$ cat config.mk
export PLATFORM = sky130hd
export DESIGN_NAME = uart_tx
export DESIGN_NICKNAME = d
export VERILOG_FILES = /design/src/rtl/uart_pkg.sv /design/src/rtl/shifter_tx.sv /design/src/rtl/uart_tx.sv
export SDC_FILE = /design/constraint.sdc
export NUM_CORES = 1
export LEC_CHECK = 0
export ABC_AREA = 1
export BUFFER_PORTS_ARGS = -buffer_cell sky130_fd_sc_hd__buf_2
export CAP_MARGIN = 30
export CORE_MARGIN = 2
export CORE_UTILIZATION = 48
export DETAILED_ROUTE_END_ITERATION = 6
export PLACE_DENSITY_LB_ADDON = 0.12
export SLEW_MARGIN = 25
export SYNTH_ARGS = -nofsm -noshare
export SYNTH_HDL_FRONTEND = slang
export SYNTH_SLANG_ARGS = --single-unit
export TNS_END_PERCENT = 5
$ cat constraint.sdc
create_clock -name i_clk -period 1.4 [get_ports i_clk]
set_clock_uncertainty 0.1 [all_clocks]
set_input_delay 0.21 -clock i_clk [delete_from_list [all_inputs] [get_ports i_clk]]
set_output_delay 0.21 -clock i_clk [all_outputs]
set_load 0.01 [all_outputs]
$ cat src/rtl/uart_pkg.sv
// Shared UART definitions used by the transmitter and the receiver.
// Holds the default DATA_BITS/OVERSAMPLE values, the line levels of a frame
// and the transmitter state type.
// Optional macro UART_TX_PARITY_EN adds the PARITY state to the encoding.
package uart_pkg;

  // Defaults shared by both directions of the link
  localparam int UART_DATA_BITS_DEF  = 8;
  localparam int UART_OVERSAMPLE_DEF = 4;

  // Line levels of an asynchronous character
  localparam logic START_LVL = 1'b0;
  localparam logic STOP_LVL  = 1'b1;
  localparam logic IDLE_LVL  = 1'b1;

`ifdef UART_TX_PARITY_EN
  typedef enum logic [2:0] {
    TX_IDLE   = 3'd0,
    TX_START  = 3'd1,
    TX_DATA   = 3'd2,
    TX_PARITY = 3'd3,
    TX_STOP   = 3'd4
  } uart_tx_state_t;
`else
  // Without parity four states fit in two bits
  typedef enum logic [1:0] {
    TX_IDLE  = 2'd0,
    TX_START = 2'd1,
    TX_DATA  = 2'd2,
    TX_STOP  = 2'd3
  } uart_tx_state_t;
`endif

endpackage

$ cat src/rtl/shifter_tx.sv
// Transmit data path: load/shift register plus data-bit counter.
// Latency: load and shift take effect on the next rising i_clk edge.
// Backpressure: none; the FSM in uart_tx decides when to load and shift.
// Ports:
//   i_clk, i_rst   clock and synchronous active-high reset
//   i_load, i_data capture a new word (clears the bit counter)
//   i_shift        advance to the next data bit (shift right, count up)
//   o_bit0         bit currently on the line (register LSB)
//   o_bit1         bit that will be on the line after the next shift
//   o_last         the bit in o_bit0 is the final data bit
//   o_parity       even parity of the captured word (UART_TX_PARITY_EN only)
module shifter_tx
  import uart_pkg::*;
#(
  parameter int DATA_BITS = UART_DATA_BITS_DEF
) (
  input  logic                 i_clk,
  input  logic                 i_rst,
  input  logic                 i_load,
  input  logic [DATA_BITS-1:0] i_data,
  input  logic                 i_shift,
  output logic                 o_bit0,
  output logic                 o_bit1,
  output logic                 o_last
`ifdef UART_TX_PARITY_EN
  ,
  output logic                 o_parity
`endif
);

  localparam int CNT_W = $clog2(DATA_BITS);

  logic [DATA_BITS-1:0] shreg_q, shreg_d;
  logic [CNT_W-1:0]     bit_cnt_q, bit_cnt_d;

  always_comb begin
    shreg_d   = shreg_q;
    bit_cnt_d = bit_cnt_q;
    if (i_load) begin
      shreg_d   = i_data;
      bit_cnt_d = '0;
    end else if (i_shift) begin
      shreg_d   = {1'b0, shreg_q[DATA_BITS-1:1]};
      bit_cnt_d = bit_cnt_q + CNT_W'(1);
    end
  end

  always_ff @(posedge i_clk) begin
    if (i_rst) begin
      shreg_q   <= '0;
      bit_cnt_q <= '0;
    end else begin
      shreg_q   <= shreg_d;
      bit_cnt_q <= bit_cnt_d;
    end
  end

`ifdef UART_TX_PARITY_EN
  // Parity is taken at load time because shifting destroys the word
  logic parity_q;

  always_ff @(posedge i_clk) begin
    if (i_rst) begin
      parity_q <= 1'b0;
    end else if (i_load) begin
      parity_q <= ^i_data;
    end
  end

  assign o_parity = parity_q;
`endif

  assign o_bit0 = shreg_q[0];
  assign o_bit1 = shreg_q[1];
  assign o_last = (bit_cnt_q == CNT_W'(DATA_BITS - 1));

endmodule

$ cat src/rtl/uart_tx.sv
// UART transmitter: start bit, DATA_BITS data LSB first, optional even parity,
// one stop bit; each bit lasts OVERSAMPLE i_baudclk ticks.
// Latency: o_txd/o_ready fall one i_clk after the accepting edge.
// Backpressure: o_ready low for the whole frame; i_valid is ignored (not
// buffered) while busy, so the source holds i_valid until o_ready.
// Optional feature macro: UART_TX_PARITY_EN (even parity bit after the data).
// Ports:
//   i_clk, i_rst     clock, synchronous active-high reset
//   i_baudclk        one-cycle baud tick enable
//   i_data, i_valid  word to send and its valid
//   o_ready          idle, a word is accepted when i_valid is high
//   o_txd            serial line, idle high
//   o_busy           frame in progress (~o_ready)
//   o_done           one-cycle pulse after the stop bit completes
module uart_tx
  import uart_pkg::*;
#(
  parameter int DATA_BITS  = UART_DATA_BITS_DEF,
  parameter int OVERSAMPLE = UART_OVERSAMPLE_DEF
) (
  input  logic                 i_clk,
  input  logic                 i_rst,
  input  logic                 i_baudclk,
  input  logic [DATA_BITS-1:0] i_data,
  input  logic                 i_valid,
  output logic                 o_ready,
  output logic                 o_txd,
  output logic                 o_busy,
  output logic                 o_done
);

  localparam int TICK_W = $clog2(OVERSAMPLE);

  uart_tx_state_t    state_q;
  logic [TICK_W-1:0] tick_q;
  logic              txd_q;
  logic              ready_q;
  logic              busy_q;
  logic              done_q;

  logic bit_end;
  logic accept;
  logic sh_load;
  logic sh_shift;
  logic sh_bit0;
  logic sh_bit1;
  logic sh_last;
`ifdef UART_TX_PARITY_EN
  logic sh_parity;
`endif

  // A serial bit ends on the baud tick that completes its OVERSAMPLE ticks
  assign bit_end  = i_baudclk && (tick_q == TICK_W'(OVERSAMPLE - 1));
  assign accept   = (state_q == TX_IDLE) && i_valid;
  assign sh_load  = accept;
  assign sh_shift = (state_q == TX_DATA) && bit_end;

  shifter_tx #(
    .DATA_BITS (DATA_BITS)
  ) u_shifter (
    .i_clk    (i_clk),
    .i_rst    (i_rst),
    .i_load   (sh_load),
    .i_data   (i_data),
    .i_shift  (sh_shift),
    .o_bit0   (sh_bit0),
    .o_bit1   (sh_bit1),
    .o_last   (sh_last)
`ifdef UART_TX_PARITY_EN
    ,
    .o_parity (sh_parity)
`endif
  );

  // The line level is registered, so every transition loads the level of
  // the bit that starts on the following cycle.
  always_ff @(posedge i_clk) begin
    if (i_rst) begin
      state_q <= TX_IDLE;
      tick_q  <= '0;
      txd_q   <= IDLE_LVL;
      ready_q <= 1'b1;
      busy_q  <= 1'b0;
      done_q  <= 1'b0;
    end else begin
      done_q <= 1'b0;

      // Baud ticks only count inside a frame
      if (state_q != TX_IDLE && i_baudclk) begin
        tick_q <= bit_end ? '0 : tick_q + TICK_W'(1);
      end

      case (state_q)
        TX_IDLE: begin
          if (accept) begin
            state_q <= TX_START;
            tick_q  <= '0;
            txd_q   <= START_LVL;
            ready_q <= 1'b0;
            busy_q  <= 1'b1;
          end
        end

        TX_START: begin
          if (bit_end) begin
            state_q <= TX_DATA;
            txd_q   <= sh_bit0;
          end
        end

        TX_DATA: begin
          if (bit_end) begin
            if (sh_last) begin
`ifdef UART_TX_PARITY_EN
              state_q <= TX_PARITY;
              txd_q   <= sh_parity;
`else
              state_q <= TX_STOP;
              txd_q   <= STOP_LVL;
`endif
            end else begin
              // The register shifts on this same edge, so bit1 is next
              txd_q <= sh_bit1;
            end
          end
        end

`ifdef UART_TX_PARITY_EN
        TX_PARITY: begin
          if (bit_end) begin
            state_q <= TX_STOP;
            txd_q   <= STOP_LVL;
          end
        end
`endif

        TX_STOP: begin
          if (bit_end) begin
            state_q <= TX_IDLE;
            txd_q   <= IDLE_LVL;
            ready_q <= 1'b1;
            busy_q  <= 1'b0;
            done_q  <= 1'b1;
          end
        end

        default: begin
          state_q <= TX_IDLE;
          txd_q   <= IDLE_LVL;
          ready_q <= 1'b1;
          busy_q  <= 1'b0;
        end
      endcase
    end
  end

  assign o_txd   = txd_q;
  assign o_ready = ready_q;
  assign o_busy  = busy_q;
  assign o_done  = done_q;

endmodule

==> flow_summary_export.csv, run 1 <==
group,metric,value,unit
status,status,"finished, final reports clean",
placed_design,portBuffers,15,
yosys,synth_common_cells,"nand2_1 (48), nor2_1 (21), dfxtp_1 (19)",
job,cap_viol_max_count,0,
yosys,synthArstFlopShare,0,%
timing,drv_slew,0,
clock_network,cts_max_level,1,
placed_design,dp_hpwl,1.43,mm
yosys,ys_warn_count,0,
setup_path,path_class,"reg -> reg",
pwr,p_int,1.23,mW
yosys,yosysMostFrequentCell,"nand2_1",
yosys,ys_seq_elements,19,
finish,final_util,64.0,%
finish,final_layout_size_suffix_gt1_share,27.2,%
route,drc,0,
finish,nFillCells,176,
setup_path,critPathRequiredTime,1.49,ns
clock_network,cts_setup_buffers,0,
yosys,synth_edf_count,0,
placed_design,pre_cts_slack,-0.0609,ns
worst_hold_path,hp-class,"in -> reg",
route,drt_iter0_drc,15,
timing,setup-tns-final,0,ns
pwr,p_total,2.07,mW
route,wl_met2,982,um
yosys,avgSynthCellArea,6.89,sq um
grt,grt_pass1_wl,3.33,mm
yosys,syn_nets,162,
finish,fin_area,1240,sq um
clock_network,cts.clk_slew.worst_paths,0.10,ns
route,routed.top_layer,"met4",
clock_network,cts.sinks,19,
setup_path,startpoint_type,"flip-flop",
clock_network,clk_latency,0.29,ns
placed_design,placedInstanceArea,1150,sq um
clock_network,numCtsBuffers,3,
yosys,synth_area_leaders,"dfxtp_1 (39%), nand2_1 (18%), ha_1 (10%)",
grt,antenna_found_initial,0,
grt,grt_max_degree,11,
clock_network,clock-root-buffer,"clkbuf_4",
finish,syn_to_final_growth,27.0,%
pwr,p_seq_share,37.1,%
pwr,power.leakage,0.614,nW
setup_path,cp_data_arrival_time,1.47,ns
route,routed_wl,1.98,mm
finish,final_nets,190,
pwr,p_per_area,1670,nW/um^2
timing,setup_slack,0.0229,ns
finish,diodes,0,
pwr,pwr-share-clk,13.2,%
route,wl_per_cell,10.1,um
die,die-area,2420,sq um
timing,setup_viol_count_final,0,
yosys,yosysTopAreaCellShare,38.9,%
finish,multi_input_area,602,sq um
timing,fin_crit_sh,98.4,%
timing,timing.slew.headroom,86.6,%
timing,worst_slew_pin_slew,0.200,ns
route,antenna_left,0,
clock_network,cts_tree,"done",
yosys,netlist_area,978,sq um
finish,final-seq-area,383,sq um
placed_design,globalplace.congestion,0.889,
route,drtPass1Iterations,4,
pwr,power_frac_comb,49.7,%
die,rows,16,
timing,fmax,726,MHz
pwr,swShare,40.4,%
yosys,syn-instance-count,142,
yosys,synth.distinct_cells,19,
clock_network,cts_hold_buffers,0,
pwr,ir_drop,0.892,mV
die,die_h,49.2,um
setup_path,path_max_fanout,5,
die,ios,16,
grt,grt_pass1_vias,818,
setup_path,endpoint_kind,"flip-flop",
timing,hold_slack,0.0237,ns
route,vias,911,
finish,final_cells,196,
grt,track_usage,17.7,%
yosys,ys_seq_area_share,38.9,%
die,core,1940,sq um
route,route.met3.wl,43,um
yosys,post-synth-top-area-cell,"dfxtp_1",
pwr,p_sw,0.836,mW
yosys,synth_ff_type,"dfxtp_1",
die,fp.dieW,49.2,um
timing,hold_violations,0,
placed_design,place_inst,192,
die,start_util,50.4,%
timing,fin_crit,1.38,ns
route,wl_met1,943,um
clock_network,cts_buffer_depth,2,
grt,overflow,0,
route,vias_per_cell,4.65,
timing,grt_setup_unrepaired,"true",
==> per-layer routing <==
layer | up-vias | global-route usage (%)
li1 | 504 | -
met1 | 395 | 21.5
met2 | 10 | 30.2
met3 | 2 | 3.68
met4 | 0 | 7.14
met5 | - | 0
==> cell families (layout without fill, tap and decap cells) <==
logic type / count (synthesis) / after routing / share of synthesized area [%]
and+or+nand+nor: 80 / 80 / 34.7
adders and majority gates: 8 / 8 / 10.2
AOI/OAI and AO/OA: 20 / 20 / 10.5
buffers and inverters: 15 / 42 / 5.75
DFF: 19 / 19 / 38.9
==> critical path, stage by stage, from the launching register on <==
cell and delay [ns]:
dfxtp_2 0.36, buf_4 0.15, ha_4 0.16, nor2_1 0.10, nand2_1 0.06, nand2_2 0.12
nand3b_1 0.10, nand2_1 0.08, nor2_1 0.04
==> sequential cells by signal (all words and copies together), names as in the netlist <==
register and count:
o_ready 1, o_txd 1, u_shifter.bit_cnt_q 3, state_q 2, u_shifter.shreg_q 8, tick_q 2, o_done 1, o_busy 1
==> layout by cell type (no fill, tap or decap) <==
master / n
nand2_4: 2
nand3_4: 1
nand4_1: 1
nand3b_1: 1
nor2_1: 21
clkbuf_4: 3
nand2_2: 3
o21ai_1: 1
a21oi_2: 2
buf_4: 9
a21oi_1: 8
nand3_1: 3
ha_4: 3
dfxtp_1: 17
inv_1: 9
inv_2: 4
o21ai_0: 8
or2_0: 1
nor3_1: 2
inv_4: 1
clkbuf_1: 1
nand2_1: 45
ha_1: 4
o211ai_1: 1
dfxtp_2: 2
buf_2: 15
ha_2: 1
==> final timing paths <==
kind	from	to	cells past startpoint	slack, ns
setup / recovery	state_q[1]	state_q[1]	8	0.02
hold / removal	i_rst	o_busy	2	0.02
setup reg to reg	state_q[1]	state_q[1]	8	0.02
hold reg to reg	o_busy	o_busy	2	0.36
==> power groups by stage <==
| stage | clock network (mW) | logic [mW] | registers (mW) |
|---|---|---|---|
| after CTS | 0.285 | 0.891 | 0.760 |
| final | 0.273 | 1.03 | 0.768 |
| after detailed placement | 0 | 0.876 | 0.771 |
| after global placement | 0 | 0.862 | 0.768 |
| after floorplan | 0 | 0.587 | 0.784 |
| after global routing | 0.296 | 1.17 | 0.784 |
==> cell type report <==
type / instances / share of cell area [%]
Tap cell: 27 / 2.72
Clock buffer: 4 / 2.11
Multi-Input combinational cell: 108 / 48.4
Timing Repair Buffer: 24 / 11.5
Sequential cell: 19 / 30.8
Inverter: 14 / 4.43
==> what timing repair did <==
item                       CTS  global route
setup endpoints to repair   10            18
cloned                       0             0
resized for setup            2            17
pin swaps                    0             1
Note: power is estimated with default switching activity, not from simulation.
==> inputs of run 2 (changes only) <==
CORE_MARGIN = unset   (was 2)
==> flow_summary_export.csv, run 2 (same netlist as run 1, synthesis figures left out) <==
group,metric,value,unit
route,wl_per_cell,11.4,um
route,antenna_left,0,
route,vias_per_cell,4.91,
setup_path,critPathRequiredTime,1.50,ns
pwr,ir_drop,1.20,mV
timing,timing.slew.headroom,85.0,%
route,vias,938,
setup_path,endpoint_kind,"flip-flop",
pwr,p_per_area,1690,nW/um^2
setup_path,r2r_slack,-0.01,ns
grt,grt_max_degree,11,
pwr,power.leakage,0.599,nW
route,routed_wl,2.19,mm
clock_network,cts_tree,"done",
die,start_util,53.7,%
clock_network,cts_hold_buffers,0,
grt,grt_pass1_vias,758,
finish,largest_registers,"u_shifter.shreg_q (8), u_shifter.bit_cnt_q (3)",
timing,fmax,707,MHz
grt,overflow,0,
route,drtPass1Iterations,4,
die,core,1820,sq um
clock_network,cts_max_level,1,
timing,fin_crit_sh,101,%
finish,final_layout_size_suffix_gt1_share,28.9,%
setup_path,setup.worst_path.end,"o_txd",
placed_design,place_inst,187,
setup_path,path_max_fanout,3,
finish,syn_to_final_growth,26.2,%
timing,hold_violations,0,
worst_hold_path,hp-class,"in -> reg",
setup_path,cp_data_arrival_time,1.52,ns
die,die-area,2220,sq um
grt,grt_pass1_wl,3.18,mm
clock_network,cts.clk_slew.worst_paths,0.11,ns
die,rows,15,
die,ios,16,
finish,diodes,0,
route,drt_iter0_drc,16,
setup_path,path_class,"reg -> reg",
finish,largest_reg_flops,8,
timing,fin_crit,1.41,ns
placed_design,globalplace.congestion,0.836,
setup_path,startpoint_type,"flip-flop",
timing,worst_slew_pin_slew,0.225,ns
setup_path,r2r_end,"o_txd",
clock_network,clk_latency,0.29,ns
grt,antenna_found_initial,0,
clock_network,cts_setup_buffers,0,
clock_network,clock-root-buffer,"clkbuf_4",
pwr,p_total,2.08,mW
finish,final_cells,191,
status,violations,"negative setup slack",
finish,final_common_cell,"nand2_1",
route,drc,0,
setup_path,reg2reg_depth,6,
timing,setup_viol_count_final,2,
finish,mostFrequentLayoutCells,"nand2_1 (46), nor2_1 (18), dfxtp_1 (16), buf_2 (15), inv_1 (9)",
grt,track_usage,20.6,%
clock_network,cts_buffer_depth,2,
clock_network,cts.sinks,19,
die,fp.dieW,47.2,um
finish,regMostFlops,"u_shifter.shreg_q",
finish,final_nets,187,
job,cap_viol_max_count,0,
die,die_h,47.2,um
placed_design,dp_hpwl,1.50,mm
status,status,"finished, violations left",
placed_design,portBuffers,15,
setup_path,critPathLaunch,"state_q[0]",
timing,drv_slew,0,
clock_network,numCtsBuffers,3,
timing,setup_slack,-0.0138,ns
setup_path,reg2reg_from,"state_q[0]",
## run 2: cell count changes in the layout (fill, tap and decap cells not counted), sizes merged
| cell | previous run | this run |
|---|---|---|
| buf | 24 | 21 |
## run 2: through the flow
step	TNS [ns]	area [sq um]	worst slack, ns	hold slack [ns]	util, %
5_1_grt	-0.149	1230	-0.0631	0.0262	67.8
3_3_place_gp	-0.284	1130	-0.0533	0.337	61.9
2_1_floorplan	0	978	0.0613	0.179	-
4_1_cts	0	1170	0.0107	0.0138	64.3
6_report	-0.0148	1230	-0.0138	0.0323	67.8
3_5_place_dp	-0.536	1130	-0.0745	0.343	61.9
## run 2: final cells by class
cell class / instances / area [sq um]
clock buffer: 4 / 26.3
fill: 169 / 586
inverter: 14 / 57.6
multi-input combinational: 108 / 613
sequential: 19 / 387
tap: 25 / 31.3
timing repair buffer: 21 / 120
## run 2: worst min path at each step
stage          start                    to  slack, ns  cells after the start
4_1_cts        i_rst  u_shifter.shreg_q[7]       0.01                      2
5_1_grt        i_rst  u_shifter.shreg_q[7]       0.03                      2
3_3_place_gp   o_txd                 o_txd       0.34                      2
3_5_place_dp   i_rst  u_shifter.shreg_q[7]       0.34                      2
2_1_floorplan  i_rst                o_busy       0.18                      1
6_report       i_rst  u_shifter.shreg_q[7]       0.03                      2
## run 2: power by group
| part | internal, mW | total [mW] | switching (mW) |
|---|---|---|---|
| combinational | 0.416 | 1.01 | 0.598 |
| sequential | 0.694 | 0.794 | 0.100 |
| clock | 0.111 | 0.274 | 0.163 |
| total | 1.22 | 2.08 | 0.862 |
## run 2: metal layers
metal  GRT usage [%]  part of all wire, %  vias up
li1                -                    -      496
met1            27.3                   48      423
met2            31.4                   48       15
met3            6.92                  2.5        4
met4            6.86                  1.4        0
met5               0                    0        -
## run 2: critical path, cell delays in order, from the launching register on
cell and delay, ns:
dfxtp_2 0.36, buf_4 0.16, ha_1 0.23, o21ai_0 0.19, nand3_1 0.11, a21oi_2 0.12, nand2_1 0.05
## run 2: repair_timing
item,4_1_cts,5_1_grt
endpoints found under the setup margin,11,15
resized for setup,6,20
hold endpoints to repair,0,0
pin swaps,0,2
==> inputs of run 3 (changes only) <==
CORE_ASPECT_RATIO = 1.25   (was unset)
TNS_END_PERCENT = unset   (was 5)
==> flow_summary_export.csv, run 3 (same netlist as run 1, synthesis figures left out) <==
group,metric,value,unit
setup_path,setup.worst_path.end,"u_shifter.shreg_q[0]",
die,die-area,2220,sq um
setup_path,startpoint_type,"flip-flop",
die,die_h,52.5,um
finish,final_cells,182,
grt,overflow,0,
timing,setup_slack,0.0800,ns
setup_path,cp_data_arrival_time,1.43,ns
setup_path,path_delay_family,"flip-flops",
setup_path,r2r_slack,0.08,ns
finish,largest_registers,"u_shifter.shreg_q (8), u_shifter.bit_cnt_q (3)",
die,ios,16,
timing,timing.slew.headroom,88.7,%
clock_network,cts_hold_buffers,0,
job,cap_viol_max_count,0,
clock_network,cts.sinks,19,
placed_design,portBuffers,15,
setup_path,path_class,"reg -> reg",
route,routed_wl,2.05,mm
clock_network,clock-root-buffer,"clkbuf_4",
clock_network,numCtsBuffers,3,
worst_hold_path,hp-class,"in -> reg",
clock_network,clk_latency,0.30,ns
finish,mostFrequentLayoutCells,"nand2_1 (46), nor2_1 (20), dfxtp_1 (16), buf_2 (15), inv_1 (9)",
setup_path,worst-path-stages,8,
finish,regMostFlops,"u_shifter.shreg_q",
timing,setup_viol_count_final,0,
grt,grt_max_degree,11,
pwr,power.leakage,0.583,nW
finish,final_common_cell,"nand2_1",
timing,worst_slew_pin_slew,0.168,ns
setup_path,cp_slowest_cell,"dfxtp_4",
finish,syn_to_final_growth,21.5,%
route,drt_iter0_drc,20,
clock_network,cts_tree,"done",
route,drc,0,
clock_network,cts_buffer_depth,2,
setup_path,critPathRequiredTime,1.51,ns
die,start_util,53.5,%
timing,hold_slack,0.0433,ns
clock_network,cts.clk_slew.worst_paths,0.10,ns
finish,largest_reg_flops,8,
route,vias,913,
status,status,"finished, final reports clean",
setup_path,r2r_end,"u_shifter.shreg_q[0]",
placed_design,globalplace.congestion,0.807,
finish,final_layout_size_suffix_gt1_share,25.8,%
clock_network,cts_setup_buffers,0,
grt,grt_pass1_vias,870,
setup_path,reg2reg_depth,8,
die,rows,17,
grt,grt_pass1_wl,3.46,mm
timing,fin_crit,1.32,ns
setup_path,endpoint_kind,"flip-flop",
setup_path,reg2reg_from,"state_q[0]",
route,drtPass1Iterations,4,
finish,final_nets,184,
grt,track_usage,20.6,%
setup_path,cp_cell_sequence,"inv_4, ha_4, nand2_4, buf_4, nand2_1, nand2_1, nor2_1, nor2_1",
setup_path,critPathBufInv,2,
pwr,p_per_area,1690,nW/um^2
route,vias_per_cell,5.02,
grt,antenna_found_initial,0,
timing,fmax,758,MHz
placed_design,pre_cts_slack,-0.0738,ns
setup_path,critPathLaunch,"state_q[0]",
setup_path,path_max_fanout,7,
die,core,1830,sq um
clock_network,cts_max_level,1,
timing,fin_crit_sh,94.3,%
finish,diodes,0,
pwr,ir_drop,0.911,mV
timing,hold_violations,0,
placed_design,dp_hpwl,1.49,mm
setup_path,max_stage_delay,0.38,ns
route,wl_per_cell,11.3,um
die,fp.dieW,42.4,um
placed_design,place_inst,178,
timing,drv_slew,0,
route,antenna_left,0,
[run 3: how the worst min path moves through the flow]
stage             end    from  cells past startpoint
4_1_cts        o_busy   i_rst                      2
6_report       o_busy   i_rst                      2
2_1_floorplan  o_busy   i_rst                      1
3_3_place_gp    o_txd   o_txd                      2
5_1_grt        o_busy   i_rst                      2
3_5_place_dp   o_busy  o_busy                      2
[run 3: area by class of cell]
class,count,area [sq um]
multi-input combinational,108,594
sequential,19,389
inverter,14,57.6
clock buffer,4,26.3
tap,19,23.8
fill,155,641
timing repair buffer,18,97.6
[run 3: power by group]
part / internal, mW / switching [mW] / total (mW)
logic: 0.369 / 0.552 / 0.921
registers: 0.698 / 0.107 / 0.804
clock network: 0.111 / 0.168 / 0.279
[run 3: per-layer routing]
layer / global-route usage (%) / vias to the layer above / share of wire, %
met5: 0 / - / 0
met4: 11.5 / 0 / 2.0
met1: 24.1 / 399 / 44
met3: 2.07 / 5 / 2.9
met2: 36.4 / 20 / 51
li1: - / 489 / -
[run 3: per-stage QoR]
stage	power [mW]	instance area, sq um	util [%]	TNS, ns
after global placement	1.56	1100	59.9	-0.144
after detailed placement	1.58	1100	59.9	-0.518
after floorplan	1.37	978	-	0
final	2.00	1190	65.0	0
after CTS	1.91	1150	62.9	0
after global routing	2.18	1190	65.0	-0.00325
[run 3: repair_timing]
action,4_1_cts,5_1_grt
setup endpoints to repair,16,14
hold endpoints to repair,0,0
pin swaps,1,0
gates resized for setup,7,16
cloned,0,0
